## config.mk

```make
export PLATFORM = sky130hd
export DESIGN_NAME = kvs_tx_arbiter_flat
export DESIGN_NICKNAME = d
export VERILOG_FILES = /design/src/rtl/kvs_tx_arbiter_if.sv /design/src/rtl/kvs_tx_arbiter.sv /design/src/flat_wrapper.sv
export SDC_FILE = /design/constraint.sdc
export NUM_CORES = 1
export LEC_CHECK = 0
export BUFFER_PORTS_ARGS = -buffer_cell sky130_fd_sc_hd__buf_2
export CAP_MARGIN = 20
export CORE_AREA = 2 2 282 284
export DETAILED_ROUTE_END_ITERATION = 8
export DIE_AREA = 0 0 284 286
export PLACE_DENSITY = 0.4
export SYNTH_ARGS = -nofsm -noshare
export SYNTH_HDL_FRONTEND = slang
export SYNTH_SLANG_ARGS = --single-unit
```

## constraint.sdc

```tcl
create_clock -name clk_390 -period 6 [get_ports clk_390]
set_input_delay 0.3 -clock clk_390 [delete_from_list [all_inputs] [get_ports clk_390]]
set_output_delay 0.3 -clock clk_390 [all_outputs]
set_load 0.005 [all_outputs]
```

## src/rtl/kvs_tx_arbiter_if.sv

```systemverilog
// Stream bundle around the transmit arbiter: NUM_PORTS flattened input streams and one output stream.
// slave: the arbiter. master: the sources and the to_net sink.
interface kvs_tx_arbiter_if #(
  parameter int unsigned NUM_PORTS  = 4,
  parameter int unsigned DATA_WIDTH = 64,
  parameter int unsigned USER_WIDTH = 64
);
  localparam int unsigned KEEP_W = DATA_WIDTH / 8;

  logic [NUM_PORTS*DATA_WIDTH-1:0] in_tdata;
  logic [NUM_PORTS*KEEP_W-1:0]     in_tkeep;
  logic [NUM_PORTS*USER_WIDTH-1:0] in_tuser;
  logic [NUM_PORTS-1:0]            in_tlast;
  logic [NUM_PORTS-1:0]            in_tvalid;
  logic [NUM_PORTS-1:0]            in_tready;

  logic [DATA_WIDTH-1:0]           out_tdata;
  logic [KEEP_W-1:0]               out_tkeep;
  logic [USER_WIDTH-1:0]           out_tuser;
  logic                            out_tlast;
  logic                            out_tvalid;
  logic                            out_tready;

  modport slave (
    input  in_tdata, in_tkeep, in_tuser, in_tlast, in_tvalid,
    output in_tready,
    output out_tdata, out_tkeep, out_tuser, out_tlast, out_tvalid,
    input  out_tready
  );

  modport master (
    output in_tdata, in_tkeep, in_tuser, in_tlast, in_tvalid,
    input  in_tready,
    input  out_tdata, out_tkeep, out_tuser, out_tlast, out_tvalid,
    output out_tready
  );
endinterface

```

## src/rtl/kvs_tx_arbiter.sv

```systemverilog
// Packet-atomic round-robin merge of several AXI-Stream sources onto the to_net stream.
// A granted source owns the output until its tlast beat is accepted; one output register stage.
module kvs_tx_arbiter #(
  parameter int unsigned NUM_PORTS  = 4,
  parameter int unsigned DATA_WIDTH = 64,
  parameter int unsigned USER_WIDTH = 64,
  parameter int unsigned GRANT_W    = (NUM_PORTS > 1) ? $clog2(NUM_PORTS) : 1
) (
  input  logic                clk_390,
  input  logic                clk_390_rst,
  kvs_tx_arbiter_if.slave     bus,
  output logic [GRANT_W-1:0]  grant_id,
  output logic                busy,
  output logic [31:0]         pkt_count
);
  localparam int unsigned KEEP_W = DATA_WIDTH / 8;

  typedef enum logic {IDLE, XFER} state_e;

  state_e                 state_q;
  logic [GRANT_W-1:0]     grant_q;
  logic [GRANT_W-1:0]     last_grant_q;
  logic                   busy_q;
  logic [31:0]            pkt_count_q;
  logic [DATA_WIDTH-1:0]  out_tdata_q;
  logic [KEEP_W-1:0]      out_tkeep_q;
  logic [USER_WIDTH-1:0]  out_tuser_q;
  logic                   out_tlast_q;
  logic                   out_tvalid_q;

  logic [GRANT_W-1:0]     pick_c;
  logic                   any_valid_c;
  logic [DATA_WIDTH-1:0]  sel_tdata_c;
  logic [KEEP_W-1:0]      sel_tkeep_c;
  logic [USER_WIDTH-1:0]  sel_tuser_c;
  logic                   sel_tlast_c;
  logic                   sel_tvalid_c;
  logic                   take_c;
  logic                   in_fire_c;
  logic                   out_fire_c;
  logic [NUM_PORTS-1:0]   in_tready_c;

  // Round-robin scan starting just after the last granted port
  always_comb begin : pick_next
    int unsigned idx;
    pick_c      = '0;
    any_valid_c = 1'b0;
    idx         = 0;
    for (int unsigned off = 1; off <= NUM_PORTS; off++) begin
      idx = (32'(last_grant_q) + off) % NUM_PORTS;
      if (!any_valid_c && bus.in_tvalid[idx]) begin
        any_valid_c = 1'b1;
        pick_c      = GRANT_W'(idx);
      end
    end
  end

  always_comb begin : sel_mux
    sel_tdata_c  = '0;
    sel_tkeep_c  = '0;
    sel_tuser_c  = '0;
    sel_tlast_c  = 1'b0;
    sel_tvalid_c = 1'b0;
    for (int unsigned i = 0; i < NUM_PORTS; i++) begin
      if (grant_q == GRANT_W'(i)) begin
        sel_tdata_c  = bus.in_tdata[i*DATA_WIDTH +: DATA_WIDTH];
        sel_tkeep_c  = bus.in_tkeep[i*KEEP_W +: KEEP_W];
        sel_tuser_c  = bus.in_tuser[i*USER_WIDTH +: USER_WIDTH];
        sel_tlast_c  = bus.in_tlast[i];
        sel_tvalid_c = bus.in_tvalid[i];
      end
    end
  end

  // Only the granted port may move a beat, and only when the output register can take it
  assign take_c     = (state_q == XFER) && (!out_tvalid_q || bus.out_tready);
  assign in_fire_c  = take_c && sel_tvalid_c;
  assign out_fire_c = out_tvalid_q && bus.out_tready;

  always_comb begin : ready_dec
    in_tready_c = '0;
    for (int unsigned i = 0; i < NUM_PORTS; i++) begin
      if (take_c && (grant_q == GRANT_W'(i))) in_tready_c[i] = 1'b1;
    end
  end

  always_ff @(posedge clk_390 or posedge clk_390_rst) begin
    if (clk_390_rst) begin
      state_q      <= IDLE;
      grant_q      <= '0;
      last_grant_q <= GRANT_W'(NUM_PORTS - 1);
      busy_q       <= 1'b0;
      pkt_count_q  <= '0;
      out_tdata_q  <= '0;
      out_tkeep_q  <= '0;
      out_tuser_q  <= '0;
      out_tlast_q  <= 1'b0;
      out_tvalid_q <= 1'b0;
    end else begin
      if (in_fire_c) begin
        out_tdata_q  <= sel_tdata_c;
        out_tkeep_q  <= sel_tkeep_c;
        out_tuser_q  <= sel_tuser_c;
        out_tlast_q  <= sel_tlast_c;
        out_tvalid_q <= 1'b1;
      end else if (out_fire_c) begin
        out_tvalid_q <= 1'b0;
      end

      if (out_fire_c && out_tlast_q) pkt_count_q <= pkt_count_q + 32'd1;

      unique case (state_q)
        IDLE: begin
          if (any_valid_c) begin
            grant_q <= pick_c;
            busy_q  <= 1'b1;
            state_q <= XFER;
          end
        end
        XFER: begin
          if (in_fire_c && sel_tlast_c) begin
            last_grant_q <= grant_q;
            busy_q       <= 1'b0;
            state_q      <= IDLE;
          end
        end
        default: state_q <= IDLE;
      endcase
    end
  end

  assign bus.in_tready  = in_tready_c;
  assign bus.out_tdata  = out_tdata_q;
  assign bus.out_tkeep  = out_tkeep_q;
  assign bus.out_tuser  = out_tuser_q;
  assign bus.out_tlast  = out_tlast_q;
  assign bus.out_tvalid = out_tvalid_q;
  assign grant_id       = grant_q;
  assign busy           = busy_q;
  assign pkt_count      = pkt_count_q;
endmodule

```

## src/flat_wrapper.sv

```systemverilog
// flat-port wrapper written by rule: the top's interface ports become plain ports
module kvs_tx_arbiter_flat 
#(
  parameter int unsigned NUM_PORTS  = 4,
  parameter int unsigned DATA_WIDTH = 64,
  parameter int unsigned USER_WIDTH = 64,
  parameter int unsigned GRANT_W    = (NUM_PORTS > 1) ? $clog2(NUM_PORTS) : 1
)
  (clk_390, clk_390_rst, grant_id, busy, pkt_count, bus_in_tdata, bus_in_tkeep, bus_in_tuser, bus_in_tlast, bus_in_tvalid, bus_in_tready, bus_out_tdata, bus_out_tkeep, bus_out_tuser, bus_out_tlast, bus_out_tvalid, bus_out_tready);
  kvs_tx_arbiter_if #(.NUM_PORTS(NUM_PORTS), .DATA_WIDTH(DATA_WIDTH), .USER_WIDTH(USER_WIDTH)) bus_i ();
  input  logic clk_390;
  input  logic clk_390_rst;
  output logic [GRANT_W-1:0] grant_id;
  output logic busy;
  output logic [31:0] pkt_count;
  input wire logic [$bits(bus_i.in_tdata)-1:0] bus_in_tdata;
  input wire logic [$bits(bus_i.in_tkeep)-1:0] bus_in_tkeep;
  input wire logic [$bits(bus_i.in_tuser)-1:0] bus_in_tuser;
  input wire logic [$bits(bus_i.in_tlast)-1:0] bus_in_tlast;
  input wire logic [$bits(bus_i.in_tvalid)-1:0] bus_in_tvalid;
  output wire logic [$bits(bus_i.in_tready)-1:0] bus_in_tready;
  output wire logic [$bits(bus_i.out_tdata)-1:0] bus_out_tdata;
  output wire logic [$bits(bus_i.out_tkeep)-1:0] bus_out_tkeep;
  output wire logic [$bits(bus_i.out_tuser)-1:0] bus_out_tuser;
  output wire logic [$bits(bus_i.out_tlast)-1:0] bus_out_tlast;
  output wire logic [$bits(bus_i.out_tvalid)-1:0] bus_out_tvalid;
  input wire logic [$bits(bus_i.out_tready)-1:0] bus_out_tready;
  assign bus_i.in_tdata = bus_in_tdata;
  assign bus_i.in_tkeep = bus_in_tkeep;
  assign bus_i.in_tuser = bus_in_tuser;
  assign bus_i.in_tlast = bus_in_tlast;
  assign bus_i.in_tvalid = bus_in_tvalid;
  assign bus_in_tready = bus_i.in_tready;
  assign bus_out_tdata = bus_i.out_tdata;
  assign bus_out_tkeep = bus_i.out_tkeep;
  assign bus_out_tuser = bus_i.out_tuser;
  assign bus_out_tlast = bus_i.out_tlast;
  assign bus_out_tvalid = bus_i.out_tvalid;
  assign bus_i.out_tready = bus_out_tready;
  kvs_tx_arbiter #(.NUM_PORTS(NUM_PORTS), .DATA_WIDTH(DATA_WIDTH), .USER_WIDTH(USER_WIDTH), .GRANT_W(GRANT_W)) u_core (.clk_390(clk_390), .clk_390_rst(clk_390_rst), .bus(bus_i), .grant_id(grant_id), .busy(busy), .pkt_count(pkt_count));
endmodule
```

======== Word-level counts from Yosys, hierarchy flattened ========
Index checks and enable logic that the tools add are counted.
storage, ports and cells
  register bits ........................... 176
  input bits .............................. 555
  word-level logic and storage cells ...... 95
operators by class
  add/subtract/negate cells ............... 5
  order comparisons ....................... 4
  equality and inequality tests ........... 5
  mux-type cells .......................... 48
  bitwise gates (word level) .............. 1
  reductions and logical operators ........ 22
operator list
  operator               count
  $mux 64                8
  $add 32x1->32 const B  1
  $mux 8                 4
  $mux 1                 26
  $logic_and 1x1->1      12
  $lt 2x3->1 const B     4
  $bmux 1 s2             4
  $mux 2                 4
  $reduce_and 2->1       3
  $add 2x1->2 const B    2
  $add 2x2->2 const B    2
  $eq 2x2->1 const B     2
  $logic_not 1->1        4
  $pmux 1 s2             2
  $eq 2x1->1 const B     1
  $logic_not 2->1        1
  $ne 2x1->1 const B     1
  $ne 2x2->1 const B     1
  $reduce_bool 2->1      1
  $logic_or 1x1->1       1
  $not 1->1              1

======== Logic depth before layout (Yosys ltp) ========
Gate-level depths: netlist of the first run.
  depth after elaboration ................. 15
  mapped depth ............................ 8
  mapped depth without buffers ............ 5

======== Worst setup path before layout of the first run ========
No wires, ideal clock.
  path type ............................... register -> register
  from .................................... register u_core.grant_q[0] (netlist: u_core.grant_id[0])
  to ...................................... register u_core.out_tuser_q[48] (netlist: u_core.bus.out_tuser[48])
  arrival ................................. 1.681 ns
  setup slack ............................. 4.193 ns
  stages on the path, launching flop included .. 5
  path buffers ............................ 2
  period minus slack after synthesis ...... 1.807 ns
  cell sequence ........................... dfrtp_1 -> buf_6 -> clkbuf_1 -> mux4_2 -> mux2_4
on the way
  longest elaborated chain between the ends .. 6
  elaborated cells between the ends (all ways) .. 13
  those cells by class .................... eq/ne: 3; mux: 8; reduce/logical: 2
RTL lines
  element                 line                   source
  start, declared         kvs_tx_arbiter.sv:21   logic [GRANT_W-1:0] grant_q;
  start signal, assigned  kvs_tx_arbiter.sv:115  grant_q <= pick_c;
  $logic_not 2->1         kvs_tx_arbiter.sv:65   if (grant_q == GRANT_W'(i)) begin
  $mux 1 (4 in a row)     kvs_tx_arbiter.sv:65
  $logic_and 1x1->1       kvs_tx_arbiter.sv:77   assign in_fire_c = take_c && sel_tvalid_c;
  end signal, assigned    kvs_tx_arbiter.sv:103  out_tuser_q <= sel_tuser_c;
  end, declared           kvs_tx_arbiter.sv:27   logic [USER_WIDTH-1:0] out_tuser_q;
Several ways; a longest one is shown, not always the timed one.
A chain may end at the register's enable or synchronous reset.

======== Final worst setup path of the first run ========
  from .................................... register u_core.grant_q[0] (netlist: u_core.grant_id[0])
  to ...................................... register u_core.out_tdata_q[36] (netlist: u_core.bus.out_tdata[36])
on the way
  longest elaborated chain between the ends .. 6
  elaborated cells between the ends (all ways) .. 13
  those cells by class .................... eq/ne: 3; mux: 8; reduce/logical: 2
RTL lines
  element               line                   source
  $logic_not 2->1       kvs_tx_arbiter.sv:65
  $mux 1 (4 in a row)   kvs_tx_arbiter.sv:65
  $logic_and 1x1->1     kvs_tx_arbiter.sv:77
  end signal, assigned  kvs_tx_arbiter.sv:101  out_tdata_q <= sel_tdata_c;
  end, declared         kvs_tx_arbiter.sv:25   logic [DATA_WIDTH-1:0] out_tdata_q;
Several ways; a longest one is shown, not always the timed one.

==> results of run 1 <==
## sequential cells by signal, summed over array words and instances (netlist names)
signal,count
u_core.bus.out_tdata,64
u_core.bus.out_tuser,64
u_core.pkt_count,32
u_core.bus.out_tkeep,8
u_core.grant_id,2
u_core.last_grant_q,2
u_core.bus.out_tlast,1
u_core.bus.out_tvalid,1
u_core.busy,1
u_core.state_q,1
## cells by family (layout without fill, tap and decap cells)
| family | count (synthesis) | in the layout | share of synthesized area |
|---|---|---|---|
| flops | 176 | 176 | 0.407 |
| mux | 277 | 277 | 0.488 |
| compound gates | 13 | 13 | 0.00763 |
| other cells | 0 | 3 | 0 |
| xor+xnor | 31 | 31 | 0.0251 |
| fa+ha+maj | 1 | 1 | 0.00116 |
| simple gates | 70 | 70 | 0.0386 |
| buf+inv | 55 | 779 | 0.0329 |
## placed cells by master (no fill, tap or decap), types with 2 or more instances in the layout
cell type | netlist | routed
and2_1 | 2 | 2
buf_4 | 0 | 8
inv_8 | 0 | 3
mux2_2 | 6 | 6
nor3_2 | 2 | 2
nor4_1 | 2 | 2
nand2_1 | 15 | 15
clkinvlp_4 | 0 | 3
dfstp_2 | 2 | 2
nand2b_1 | 2 | 2
clkbuf_16 | 0 | 17
nor2_1 | 14 | 14
and3_1 | 2 | 2
o21ai_0 | 2 | 2
inv_1 | 4 | 3
nor3b_1 | 2 | 2
xor2_1 | 9 | 9
dfrtp_4 | 0 | 2
buf_2 | 18 | 731
inv_6 | 0 | 4
clkinv_2 | 0 | 2
nand4_1 | 9 | 9
a21oi_1 | 4 | 4
diode_2 | 0 | 3
dfrtp_1 | 174 | 172
xnor2_1 | 22 | 22
mux4_2 | 101 | 101
mux2_4 | 129 | 129
and4_1 | 6 | 6
mux4_1 | 36 | 36
bufinv_16 | 0 | 2
nand3_1 | 9 | 9
mux2_1 | 4 | 4
## metal layers
metal | up-vias | routed length (um)
met5 | - | 41
met4 | 6 | 1210
met3 | 57 | 2760
met2 | 424 | 22400
met1 | 4384 | 16000
li1 | 3955 | -
## final cells by class
class / instances / area, um^2
Antenna cell: 3 / 7.51
Clock buffer: 17 / 425
Clock inverter: 15 / 175
Fill cell: 8531 / 62200
Inverter: 6 / 30.0
Multi-Input combinational cell: 392 / 6080
Sequential cell: 176 / 4410
Tap cell: 1050 / 1310
Timing Repair Buffer: 741 / 3750
## metrics by stage
step,util,cell area (um^2)
after floorplan,-,10800
after global placement,0.199,15600
after detailed placement,0.199,15600
after CTS,0.207,16200
after global routing,0.207,16200
final,0.207,16200
## where the power goes
part | total, mW | switching (mW) | internal (mW) | leakage [nW]
logic | 4.13 | 1.59 | 2.54 | 5.37
registers | 2.16 | 0.418 | 1.74 | 2.12
clock network | 1.20 | 0.572 | 0.626 | 0.287
total | 7.49 | 2.58 | 4.91 | 7.78
## worst min-delay path: stages
cell and delay [ps]:
buf_2 110, nor2_1 90, o31ai_1 80
## worst max-delay path by stage
| stage | from | endpoint | slack, ps |
|---|---|---|---|
| after floorplan | clk_390_rst | u_core.bus.out_tdata[0] | 930 |
| after global placement | u_core.grant_id[0] | u_core.bus.out_tdata[35] | 2750 |
| after detailed placement | u_core.grant_id[0] | u_core.bus.out_tdata[36] | 2660 |
| after CTS | u_core.grant_id[0] | u_core.bus.out_tdata[36] | 2660 |
| after global routing | u_core.grant_id[0] | u_core.bus.out_tdata[36] | 2500 |
| final | u_core.grant_id[0] | u_core.bus.out_tdata[36] | 2800 |
==> impl_metrics.yaml, run 1 <==
drt:
  drc_errors: 0
  route.vias.total: 8826
  route.detailed.wl_per_inst_um: 17.7
  detail_route.iter0.violations: 234
  detail_route.vias_per_cell: 3.68
  postRouteWirelength_um: 42400
  drtPass1Iterations: 4
  ant_nets: 0
global_route:
  grt_use_met1: 0.111
  antenna_found_initial: 10
  number_of_global_route_vias_before_repair: 9941
  global_route.peak_usage_layer: "met2"
  gr-total-overflow: 0
  grt_start_max_net_pins: 74
  gr-usage-met3: 0.0254
  grt_first_pass_wirelength_um: 61500
  globalRouteTotalUtil: 0.101
  groute.layer.met2.usage: 0.183
floorplanning:
  dieArea_um2: 81200
  chipHeight_um: 286
  initial_standard_cell_utilization_of_the_core: 0.138
  fp-row-count: 103
  design.portCount: 732
  floorplan.core_area_um2: 78400
  die_w_um: 284
placement:
  dp_worst_setup_slack_ps: 2660
  total_placed_cells_including_tap_cells: 2364
  io_buffers: 731
  detailed_place_hpwl_um: 34100
  place_congestion: 0.922
setup_path:
  critPathSlowestCell: "buf_4"
  cp_common_cell: "buf_4"
  max_stage_delay_ps: 790
  cpLargestDelayFamily: "buffers and inverters"
  r2r_start: "u_core.grant_id[0]"
  timing_worst_setup_path_type: "reg2reg"
  sequence_of_cells_on_the_critical_path: "buf_4 -> buf_4 -> mux4_1 -> mux2_4"
  r2r-end: "u_core.bus.out_tdata[36]"
  critPathBufInv: 2
  r2r_cells: 4
  worstSetupPathDepth: 4
  worstSetupEndpointType: "flop"
  critical_path_peak_fanout: 46
  rrSetupSlack_ps: 2800
  critical_path_arrival_ps: 3570
  critPathLaunchType: "flop"
  required_ps: 6370
synthesis:
  yosys-top-cells-area: "dfrtp_1 40%, mux4_2 21%, mux2_4 18%"
  yosys_warning_total: 0
  post_synth_most_frequent_cells: "174 x dfrtp_1, 129 x mux2_4, 101 x mux4_2, 36 x mux4_1, 22 x xnor2_1"
  synth_largest_area_cell: "dfrtp_1"
  synth-seq-cells: 176
  async_flop_share: 1.00
  yosysTopAreaCellShare: 0.402
  synth-edff-count: 0
  syn_inst: 623
  synth_cell_area_um2: 10800
  ys.flop_type: "dfrtp_1"
  seq_area_frac_synth: 0.407
  synthesis.nets: 1179
  synth.most_common_cell: "dfrtp_1"
  synth_area_per_cell_um2: 17.4
  synth_cell_type_count: 43
clock_tree:
  clock_latency_ps: 480
  htree_num_levels: 4
  clock_tree.buffer_depth: 2
  post_cts.resized_instances: 0
  tritoncts_num_sinks: 176
  cts_clk_pin_slew_worst_paths_ps: 80
  post-cts-setup-buffer-count: 0
  tritoncts: "done"
  post_cts_hold_buffer_count: 1
  cts_inserted_buffers: 17
  clock_root_buffer: "clkbuf_16"
sta:
  final_critical_path_setup_slack_ps: 2800
  grt_setup_unrepaired: "false"
  timing_hold_violations_final: 0
  setup-violations-final: 0
  final.setup_skew_ps: 14.1
  tightest_slew_ps: 885
  slew_headroom: 0.410
  hold_ws_ps: 149
  period_needed_ps: 3200
  final_max_slew_viol_count: 0
  totalNegativeSetupSlack_ps: 0
  fmaxAchievable_mhz: 312
  timing.final.crit_share: 0.533
worst_hold_path:
  start_point_of_the_worst_min_delay_path: "bus_in_tvalid[2]"
  min_path_type: "in2reg"
  hold_path_depth: 3
  worstHoldEndpoint: "u_core.grant_id[1]"
final_layout:
  layout-area-overhead-vs-synth_pct: 49.5
  finish.cell_count_without_fillers: 2400
  nNetsFinal: 1890
  layout_cell_share_with_drive_strength_beyond_1: 0.758
pwr:
  p_leak_nw: 7.78
  pwr_density_cell_nw_per_um2: 463
  fin_total_pwr_mw: 7.49
  ir_drop_mv: 0.217
flow_run:
  maxCapViolations: 0
outcome:
  run_status: "finished, final reports clean"
(Power assumes the default switching activity.)
==> inputs of run 2 (changes only) <==
==> constraint.sdc (replaced) <==
create_clock -name clk_390 -period 3.05 [get_ports clk_390]
set_input_delay 0.1525 -clock clk_390 [delete_from_list [all_inputs] [get_ports clk_390]]
set_output_delay 0.1525 -clock clk_390 [all_outputs]
set_load 0.005 [all_outputs]
==> run 2 against run 1 <==
Sequential share of layout area down 0.49 points. Global-route usage up 1.4 points. Sequential cell count unchanged. Cell count up 0.92%. Clock skew shrank 4.4 ps. Via count is 2.5% higher. Critical path type unchanged.
==> impl_metrics.yaml, run 2 (synthesis results as in run 1) <==
outcome:
  run_status: "finished, final reports clean"
setup_path:
  worstSetupEndpointType: "flop"
  critical_path_peak_fanout: 47
  required_ps: 3420
  critPathLaunchType: "flop"
  timing_worst_setup_path_type: "reg2reg"
  critical_path_arrival_ps: 2520
drt:
  drc_errors: 0
  drtPass1Iterations: 4
  route.detailed.wl_per_inst_um: 19.6
  detail_route.iter0.violations: 388
  route.vias.total: 9045
  ant_nets: 0
  postRouteWirelength_um: 47500
  detail_route.vias_per_cell: 3.73
clock_tree:
  cts_inserted_buffers: 17
  clock_latency_ps: 480
  clock_root_buffer: "clkbuf_16"
  cts_clk_pin_slew_worst_paths_ps: 90
  clock_tree.buffer_depth: 2
  post-cts-setup-buffer-count: 0
  tritoncts_num_sinks: 176
  htree_num_levels: 4
  tritoncts: "done"
global_route:
  grt_start_max_net_pins: 78
  gr-total-overflow: 0
  number_of_global_route_vias_before_repair: 10100
  globalRouteTotalUtil: 0.115
  antenna_found_initial: 16
  grt_first_pass_wirelength_um: 68000
floorplanning:
  initial_standard_cell_utilization_of_the_core: 0.138
  chipHeight_um: 286
  fp-row-count: 103
  design.portCount: 732
  dieArea_um2: 81200
  floorplan.core_area_um2: 78400
  die_w_um: 284
sta:
  timing.final.crit_share: 0.703
  fmaxAchievable_mhz: 466
  totalNegativeSetupSlack_ps: 0
  slew_headroom: 0.454
  timing_hold_violations_final: 0
  grt_setup_unrepaired: "false"
  final_max_slew_viol_count: 0
  period_needed_ps: 2150
  tightest_slew_ps: 818
  final.setup_skew_ps: 9.63
  hold_ws_ps: 65.5
  setup-violations-final: 0
final_layout:
  nNetsFinal: 1912
  most_common_cell_after_layout_fill_and_taps_aside: "buf_2"
  final_cell_mix: "731 x buf_2, 172 x dfrtp_1, 129 x mux2_4, 101 x mux4_2, 36 x mux4_1"
  layout-area-overhead-vs-synth_pct: 52.3
  layout_cell_share_with_drive_strength_beyond_1: 0.760
pwr:
  share_clk_of_total_power: 0.155
  share_seq_of_total_power: 0.273
  combPwrFrac: 0.573
  p_leak_nw: 7.93
  net-switching-power_mw: 5.51
  p_int_mw: 9.78
  sw_frac_of_total: 0.360
  ir_drop_mv: 0.445
  pwr_density_cell_nw_per_um2: 927
placement:
  io_buffers: 731
  detailed_place_hpwl_um: 39000
  place_congestion: 0.957
flow_run:
  maxCapViolations: 0
worst_hold_path:
  min_path_type: "in2reg"
==> run 2: cell count changes in the layout (fill, tap and decap cells not counted), sizes merged <==
cell	delta
dlygate4sd3	+3
buf	+19
clkinv	+6
bufinv	-2
clkinvlp	-2
inv	-2
==> run 2: worst paths after layout <==
kind | startpoint | slack [ps] | depth (start not counted) | to
worst max-delay path | u_core.grant_id[0] | 900 | 4 | u_core.bus.out_tuser[23]
worst min-delay path | bus_in_tvalid[1] | 70 | 3 | u_core.state_q
worst max register to register | u_core.grant_id[0] | 900 | 4 | u_core.bus.out_tuser[23]
worst min register to register | u_core.pkt_count[31] | 490 | 1 | u_core.pkt_count[31]
max in group asynchronous | clk_390_rst | 1820 | 4 | u_core.bus.out_tdata[34]
min in group asynchronous | clk_390_rst | 370 | 3 | u_core.bus.out_tdata[32]
==> run 2: layout make-up <==
cell class                      count  area, um^2
Clock buffer                       17         425
Multi-Input combinational cell    392        6080
Tap cell                         1050        1310
Fill cell                        8616       61900
Timing Repair Buffer              763        4030
Antenna cell                        3        7.51
Sequential cell                   176        4410
Inverter                            6        26.3
Clock inverter                     15         191
==> run 2: stage by stage <==
stage / std cells / utilization / setup slack [ps] / instance area, um^2 / power, mW
after floorplan: 623 / - / 646 / 10800 / 10.1
after global placement: 2383 / 0.202 / 844 / 15800 / 13.1
after detailed placement: 2383 / 0.202 / 813 / 15800 / 13.2
after CTS: 2419 / 0.210 / 787 / 16500 / 15.7
after global routing: 2420 / 0.210 / 719 / 16500 / 16.3
final: 2422 / 0.210 / 904 / 16500 / 15.3
==> run 2: layer usage <==
metal,vias up,part of all wire,track usage
li1,3995,-,-
met1,4516,0.38,0.132
met4,14,0.029,0.0449
met2,461,0.49,0.192
met5,-,0.0019,0
met3,59,0.095,0.0430
==> run 2: power by group through the flow <==
stage               clock, mW  combinational, mW  sequential (mW)
CTS                      2.52               8.98             4.18
finish                   2.36               8.76             4.17
floorplan                   0               6.05             4.08
global route             2.60               9.36             4.31
global placement            0               8.85             4.22
detailed placement          0               8.98             4.19
==> run 2: timing repair <==
action / in CTS / in global routing
hold buffers: 4 / 0
endpoints found under the setup margin: 0 / 0
hold endpoints to repair: 19 / 0
resized for setup: 0 / 0
==> run 2: worst max-delay path, cell delays in order (launching register included) <==
cell and delay (ps):
dfrtp_4 620, buf_12 280, buf_4 260, mux4_2 520, mux2_4 270
==> inputs of run 3 (changes only) <==
==> constraint.sdc (replaced) <==
create_clock -name clk_390 -period 2.01 [get_ports clk_390]
set_input_delay 0.1005 -clock clk_390 [delete_from_list [all_inputs] [get_ports clk_390]]
set_output_delay 0.1005 -clock clk_390 [all_outputs]
set_load 0.005 [all_outputs]
==> run 3 against run 2 <==
Register-to-register slack worse by 850 ps. Clock-buffer cell count up 4. Largest cell class unchanged. Fmax up 9.8%. Clock skew up 7.3 ps. Global-route usage down 0.16 points. Sequential power up 51%. Critical path type unchanged.
==> impl_metrics.yaml, run 3 (synthesis results as in run 1) <==
outcome:
  run_status: "finished, final reports clean"
drt:
  detail_route.iter0.violations: 400
  drtPass1Iterations: 4
  route.vias.total: 9258
  drc_errors: 0
  route.detailed.wl_per_inst_um: 19.4
  ant_nets: 0
  postRouteWirelength_um: 47900
  detail_route.vias_per_cell: 3.75
setup_path:
  critPathLaunchType: "flop"
  worstSetupEndpointType: "flop"
  critical_path_peak_fanout: 15
  r2r_start: "u_core.grant_id[0]"
  rrSetupSlack_ps: 60
  critical_path_arrival_ps: 2310
  timing_worst_setup_path_type: "reg2reg"
  required_ps: 2370
  crit_path_start: "u_core.grant_id[0]"
sta:
  fmaxAchievable_mhz: 512
  tightest_slew_ps: 675
  timing.final.crit_share: 0.972
  totalNegativeSetupSlack_ps: 0
  grt_setup_unrepaired: "false"
  slew_headroom: 0.550
  hold_ws_ps: 59.0
  timing_hold_violations_final: 0
  setup-violations-final: 0
  period_needed_ps: 1950
  final.setup_skew_ps: 16.9
  final_max_slew_viol_count: 0
floorplanning:
  dieArea_um2: 81200
  initial_standard_cell_utilization_of_the_core: 0.138
  chipHeight_um: 286
  design.portCount: 732
  floorplan.core_area_um2: 78400
  die_w_um: 284
  fp-row-count: 103
worst_hold_path:
  min_path_type: "in2reg"
  start_point_of_the_worst_min_delay_path: "bus_in_tdata[196]"
placement:
  detailed_place_hpwl_um: 39100
  postPlaceCellArea_um2: 16100
  io_buffers: 731
  place_congestion: 0.936
clock_tree:
  clock_root_buffer: "clkbuf_16"
  cts_inserted_buffers: 17
  htree_num_levels: 4
  tritoncts_num_sinks: 176
  tritoncts: "done"
  cts_clk_pin_slew_worst_paths_ps: 90
  clock_latency_ps: 490
  clock_tree.buffer_depth: 2
final_layout:
  layout_cell_share_with_drive_strength_beyond_1: 0.749
  num-fill-cells: 8507
  utilization: 0.218
  fin_area_um2: 17100
  most_common_cell_after_layout_fill_and_taps_aside: "buf_2"
  nNetsFinal: 1960
  final_cell_mix: "731 x buf_2, 172 x dfrtp_1, 129 x mux2_4, 101 x mux4_2, 36 x mux4_1"
  layout-area-overhead-vs-synth_pct: 57.8
pwr:
  p_leak_nw: 8.22
  fin_total_pwr_mw: 24.2
  pwr_density_cell_nw_per_um2: 1420
  ir_drop_mv: 0.702
global_route:
  antenna_found_initial: 13
  globalRouteTotalUtil: 0.113
  number_of_global_route_vias_before_repair: 10100
  grt_first_pass_wirelength_um: 66900
  gr-total-overflow: 0
  grt_start_max_net_pins: 99
flow_run:
  maxCapViolations: 0
-- run 3: what timing repair did --
item                                    CTS  global route
pin swaps                                 1             0
endpoints found under the hold margin   190             0
gates resized for setup                   3             2
cloned                                    0             1
hold buffers                             31             0
buffers inserted                          0             2
endpoints found under the setup margin  133             2
-- run 3: critical path, cell delays in order (launching register included) --
cell and delay (ps):
dfrtp_4 470, buf_4 240, buf_12 200, mux4_1 610, mux2_4 280
-- run 3: layout make-up --
class / count / area, um^2 / share of cell area
Clock inverter: 11 / 121 / 0.00710
Multi-Input combinational cell: 392 / 6090 / 0.356
Inverter: 6 / 26.3 / 0.00154
Timing Repair Buffer: 811 / 4660 / 0.273
Tap cell: 1050 / 1310 / 0.0769
Antenna cell: 1 / 2.50 / 0.000146
Sequential cell: 176 / 4410 / 0.258
Clock buffer: 21 / 460 / 0.0269
-- run 3: layer usage --
| layer | global-route usage | part of all wire | vias up |
|---|---|---|---|
| met5 | 0 | 0.0013 | - |
| met2 | 0.196 | 0.51 | 455 |
| met1 | 0.131 | 0.39 | 4657 |
| met4 | 0.0383 | 0.021 | 10 |
| li1 | - | - | 4089 |
| met3 | 0.0379 | 0.081 | 47 |
-- run 3: per-stage QoR --
| stage | setup slack (ps) | cells |
|---|---|---|
| finish | 56.0 | 2468 |
| global route | 3.56 | 2468 |
| CTS | 39.6 | 2464 |
| detailed placement | -136 | 2401 |
| global placement | -147 | 2401 |
| floorplan | -342 | 623 |
-- run 3: worst paths after layout --
check / to / cells past startpoint
worst max register to register: u_core.bus.out_tdata[23] / 4
max in group asynchronous: u_core.bus.out_tkeep[3] / 4
worst max-delay path: u_core.bus.out_tdata[23] / 4
worst min-delay path: u_core.bus.out_tdata[4] / 3
worst min register to register: u_core.pkt_count[31] / 1
min in group asynchronous: u_core.bus.out_tdata[32] / 4
-- run 3: where the power goes --
group | switching [mW] | total, mW | internal, mW
sequential | 1.09 | 6.29 | 5.20
combinational | 5.60 | 14.4 | 8.80
clock | 1.73 | 3.55 | 1.81
total | 8.42 | 24.2 | 15.8
